===== src/rtl/OpCode_pkg.sv =====
// Shared opcode definitions for the multi-cycle RISC-V core.
// Legal-opcode check used by the fetch stage and the control FSM.
package OpCode_pkg;

    typedef enum logic [6:0] {
        LW_OP  = 7'b0000011,
        SW_OP  = 7'b0100011,
        R_OP   = 7'b0110011,
        I_OP   = 7'b0010011,
        JAL_OP = 7'b1101111,
        BEQ_OP = 7'b1100011
    } OpCode_t;

    localparam logic [31:0] NOP_INSTR = 32'h0000_0013;

    function automatic bit is_legal_opcode(logic [6:0] op);
        unique case (1'b1)
            op == LW_OP:  return 1'b1;
            op == SW_OP:  return 1'b1;
            op == R_OP:   return 1'b1;
            op == I_OP:   return 1'b1;
            op == JAL_OP: return 1'b1;
            op == BEQ_OP: return 1'b1;
            default:      return 1'b0;
        endcase
    endfunction

endpackage


===== src/rtl/en_flop.sv =====
// Register with enable and synchronous active-high reset value.
// Reset dominates the enable.
module en_flop #(
    parameter int          W       = 32,
    parameter logic [W-1:0] RST_VAL = '0
) (
    input  logic         i_Clk,
    input  logic         i_Reset,
    input  logic         i_En,
    input  logic [W-1:0] i_D,
    output logic [W-1:0] o_Q
);

    always_ff @(posedge i_Clk) begin
        if (i_Reset)
            o_Q <= RST_VAL;
        else if (i_En)
            o_Q <= i_D;
    end

endmodule


===== src/rtl/fetch_pc_unit.sv =====
// PC / IR stage of the multi-cycle core; flags illegal opcodes and bad PCs.
// Optional legal-fetch counter enabled by defining FETCH_PERF_CNT_EN.
import OpCode_pkg::*;

module fetch_pc_unit #(
    parameter int              XLEN     = 32,
    parameter logic [XLEN-1:0] RESET_PC = 32'h0000_0000
) (
    input  logic            i_Clk,
    input  logic            i_Reset,
    input  logic            i_Stall,
    input  logic            i_PCUpdate,
    input  logic            i_Branch,
    input  logic            i_Zero,
    input  logic            i_IRWrite,
    input  logic [XLEN-1:0] i_Result,
    input  logic [XLEN-1:0] i_ReadData,
    output logic [XLEN-1:0] o_PC,
    output logic [XLEN-1:0] o_OldPC,
    output logic [XLEN-1:0] o_Instr,
    output OpCode_t         o_OpCode,
    output logic            o_Illegal,
`ifdef FETCH_PERF_CNT_EN
    output logic [31:0]     o_InstrCount,
`endif
    output logic            o_Misaligned
);

    logic pc_write;
    logic aligned;
    logic pc_en;
    logic ir_en;
    logic rd_legal;

    assign pc_write = i_PCUpdate | (i_Branch & i_Zero);
    assign aligned  = (i_Result[1:0] == 2'b00);
    assign pc_en    = ~i_Stall & pc_write & aligned;
    assign ir_en    = ~i_Stall & i_IRWrite;
    assign rd_legal = is_legal_opcode(i_ReadData[6:0]);

    en_flop #(.W(XLEN), .RST_VAL(RESET_PC)) u_pc (
        .i_Clk   (i_Clk),
        .i_Reset (i_Reset),
        .i_En    (pc_en),
        .i_D     (i_Result),
        .o_Q     (o_PC)
    );

    // OldPC takes the pre-update PC even when the PC is written this cycle
    en_flop #(.W(XLEN), .RST_VAL(RESET_PC)) u_old_pc (
        .i_Clk   (i_Clk),
        .i_Reset (i_Reset),
        .i_En    (ir_en),
        .i_D     (o_PC),
        .o_Q     (o_OldPC)
    );

    en_flop #(.W(XLEN), .RST_VAL(NOP_INSTR)) u_ir (
        .i_Clk   (i_Clk),
        .i_Reset (i_Reset),
        .i_En    (ir_en),
        .i_D     (i_ReadData),
        .o_Q     (o_Instr)
    );

    assign o_OpCode = OpCode_t'(o_Instr[6:0]);

    always_ff @(posedge i_Clk) begin
        if (i_Reset) begin
            o_Illegal    <= 1'b0;
            o_Misaligned <= 1'b0;
        end else if (!i_Stall) begin
            if (i_IRWrite)
                o_Illegal <= ~rd_legal;
            if (pc_write && !aligned)
                o_Misaligned <= 1'b1;
        end
    end

`ifdef FETCH_PERF_CNT_EN
    always_ff @(posedge i_Clk) begin
        if (i_Reset)
            o_InstrCount <= '0;
        else if (ir_en && rd_legal && o_InstrCount != 32'hFFFF_FFFF)
            o_InstrCount <= o_InstrCount + 32'd1;
    end
`endif

endmodule


===== config.mk =====
export PLATFORM = sky130hd
export DESIGN_NAME = fetch_pc_unit
export DESIGN_NICKNAME = d
export VERILOG_FILES = /design/src/rtl/OpCode_pkg.sv /design/src/rtl/en_flop.sv /design/src/rtl/fetch_pc_unit.sv
export SDC_FILE = /design/constraint.sdc
export NUM_CORES = 1
export LEC_CHECK = 0
export CORE_MARGIN = 2
export CORE_UTILIZATION = 41
export DETAILED_ROUTE_END_ITERATION = 12
export GPL_ROUTABILITY_DRIVEN = 0
export PLACE_DENSITY = 0.91
export SETUP_SLACK_MARGIN = 0.2
export SYNTH_ARGS = -nofsm -noshare
export SYNTH_HDL_FRONTEND = slang
export SYNTH_HIERARCHICAL = 1
export SYNTH_SLANG_ARGS = --single-unit

===== constraint.sdc =====
create_clock -name i_Clk -period 1.4 [get_ports i_Clk]
set_input_delay 0.28 -clock i_Clk [delete_from_list [all_inputs] [get_ports i_Clk]]
set_output_delay 0.28 -clock i_Clk [all_outputs]
set_load 0.02 [all_outputs]

==> flow_summary_export.csv <==
group,metric,value,unit
power_and_ir_drop,p_switching,0.00141,W
place,portBuffers,175,
finish,layout.nets,585,
logic_synthesis,netlist_area,3690,sq um
timing,tightest_slew,466,ps
clock_tree,htreeDepth,3,
die,start_util,0.424,
clock_tree,cts_sinks,98,
hold_path,hp-class,"in -> reg",
clock_tree,cts-root-buf,"clkbuf_8",
finish,num_antenna_cells,0,
clock_tree,holdBufCountCts,0,
logic_synthesis,yosys-top-cells-count,"dfxtp_1, nor2_1, mux2i_1",
global_routing,grt_usage,0.200,
die,core,8720,sq um
power_and_ir_drop,power_frac_comb,0.154,
die,row_count,34,
clock_tree,tritoncts,"done",
clock_tree,numCtsBuffers,9,
detailed_routing,post-route-drc-count,0,
finish,num-fill-cells,694,
logic_synthesis,synth.net_count,403,
logic_synthesis,synth_edf_count,0,
finish,multi_input_area,1470,sq um
logic_synthesis,async_flop_share,0,
power_and_ir_drop,power_density,1010,nW/um^2
setup_path,path_class,"in -> reg",
place,dp_hpwl,6840,um
die,die_x,98.9,um
timing,fin_ws,209,ps
clock_tree,clk-insertion-delay-late,340,ps
detailed_routing,dr.pass1.iters,4,
timing,relSlewSlack,0.689,
global_routing,grt_pass1_wl,15600,um
die,die_y,98.9,um
logic_synthesis,synth_ff_type,"dfxtp_1",
power_and_ir_drop,swShare,0.253,
timing,fmaxAchievable,839,MHz
clock_tree,cts_buffer_depth,2,
setup_path,start_kind,"input port",
finish,drive_gt1_frac,0.341,
logic_synthesis,synth_xor_area_frac,0,
global_routing,grt_overflow,0,
logic_synthesis,synth_cell_types,20,
finish,syn2layout_area_growth,48.9,%
logic_synthesis,synth_fa_ha_area_frac,0,
logic_synthesis,syn_area_per_cell,11.1,sq um
setup_path,crit_required,1640,ps
timing,maxSlewViolCount,0,
detailed_routing,num_vias,3019,
power_and_ir_drop,p_int,0.00416,W
logic_synthesis,yosysTopAreaCell,"dfxtp_1",
timing,tns,0,ps
logic_synthesis,synthCells,332,
timing,fin_crit_sh,0.851,
timing,finalCriticalPeriod,1190,ps
finish,ff_latch_area,1980,sq um
detailed_routing,vias_per_cell,4.81,
clock_tree,path_clk_slew,100,ps
finish,fin_util,0.631,
logic_synthesis,yosys.area_share.simple,0.115,
global_routing,grt_pass1_vias,3067,
logic_synthesis,synth_top_family_by_area,"multiplexers",
timing,hold_viol,0,
logic_synthesis,synth_warnings,6,
detailed_routing,route.detailed.wl_per_inst,16.3,um
die,dieArea,9790,sq um
logic_synthesis,ys_seq_area_frac,0.531,
power_and_ir_drop,p_clk_frac,0.321,
die,io_pins,176,
power_and_ir_drop,ir_drop,0.000739,V
timing,rsz0062_at_grt,"true",
power_and_ir_drop,power.share.sequential,0.525,
logic_synthesis,ys_seq_elements,98,
logic_synthesis,synthDominantCellAreaShare,0.531,
logic_synthesis,yosysMostFrequentCell,"dfxtp_1",
power_and_ir_drop,p_leak,2.44,nW
global_routing,antenna_found_initial,0,
flow_run,drv_cap,0,
setup_path,cp_max_fo,8,
global_routing,grt_max_degree,47,
timing,clock_skew,8.00,ps
detailed_routing,antenna_left,0,
logic_synthesis,synth_area_leaders,"dfxtp_1, mux2i_1, nor2_1, buf_12, buf_4",
detailed_routing,drt_iter0_drc,56,
setup_path,crit_arrival,1430,ps
logic_synthesis,synthMuxAreaShare,0.252,
timing,setup_viol,0,
place,pre_cts_slack,-430,ps
setup_path,crit_path_end_kind,"flip-flop",
logic_synthesis,synth_compound_area_frac,0.0196,
run_status,status,"completed",
detailed_routing,wirelength,10200,um
[worst paths after layout]
| check | startpoint | endpoint | slack (ps) | cells after the start |
|---|---|---|---|---|
| worst max-delay path | i_Zero | u_pc/o_Q[19] | 210 | 7 |
| worst min-delay path | i_ReadData[4] | u_ir/o_Q[4] | 340 | 2 |
| worst max register to register | u_ir/o_Q[0] | u_ir/o_Q[0] | 580 | 2 |
| worst min register to register | o_Misaligned | o_Misaligned | 490 | 2 |
[registers in the layout, indices dropped and copies added, names as in the netlist]
register      flops
o_Illegal         1
o_Misaligned      1
u_ir/o_Q         32
u_old_pc/o_Q     32
u_pc/o_Q         32
[metal layers]
layer / track usage / wire, um / part of all wire
met1: 0.215 / 3870 / 0.38
met2: 0.371 / 5370 / 0.53
met3: 0.0702 / 880 / 0.086
met4: 0.0527 / 63 / 0.0062
met5: 0 / 0 / 0
[power by group through the flow]
stage | Sequential [W] | Combinational (W) | Clock [W]
after floorplan | 0.00308 | 0.000327 | 0
after global placement | 0.00298 | 0.000824 | 0
after detailed placement | 0.00299 | 0.000842 | 0
after CTS | 0.00292 | 0.000820 | 0.00183
after global routing | 0.00294 | 0.000911 | 0.00198
final | 0.00292 | 0.000858 | 0.00179
[logic make-up (layout without fill, tap and decap cells)]
family / count (synthesis) / in the layout
AO/OA/AOI/OAI: 8 / 8
flip-flops: 98 / 98
AND/OR/NAND/NOR: 104 / 104
buffers and inverters: 29 / 216
multiplexers: 93 / 93
[worst max-delay path, cell delays in order]
cell,delay (ps)
clkbuf_2,110
a21oi_4,60
nor4_4,310
buf_4,210
buf_12,150
mux2i_2,220
nor2_1,80
[final cells by class]
class	count	area share
sequential	98	0.361
timing repair buffer	199	0.312
multi-input combinational	205	0.267
tap	108	0.0246
clock buffer	10	0.0232
clock inverter	6	0.0123
inverter	1	0.000682
[timing repair]
action / CTS / global route
resized for setup: 446 / 68
buffers inserted: 4 / 1
pin swaps: 3 / 5
cloned: 5 / 2
endpoints found under the setup margin: 202 / 119
[placed cells by master, fill, tap and decap left out, types with 2 or more instances in the layout]
cell type and instances:
nor2b_1 3, nor2_1 94, dfxtp_2 18, clkinvlp_4 2
clkbuf_8 9, buf_2 69, buf_4 45, clkdlybuf4s50_1 58
mux2i_1 91, buf_6 2, clkbuf_2 4, buf_16 7
buf_12 5, dlygate4sd2_1 4, or3_1 2, dfxtp_1 80
clkinv_4 2, a211o_1 3, mux2i_2 2, clkbuf_16 2
[per-stage QoR]
step | hold slack, ps | std cells | area [sq um] | power (W)
6_report | 336 | 627 | 5500 | 0.00557
5_1_grt | 331 | 627 | 5500 | 0.00582
4_1_cts | 324 | 624 | 5320 | 0.00557
3_5_place_dp | 478 | 599 | 5450 | 0.00383
3_3_place_gp | 437 | 599 | 5450 | 0.00381
2_1_floorplan | 349 | 332 | 3710 | 0.00341
Note: power is estimated with default switching activity, not from simulation.
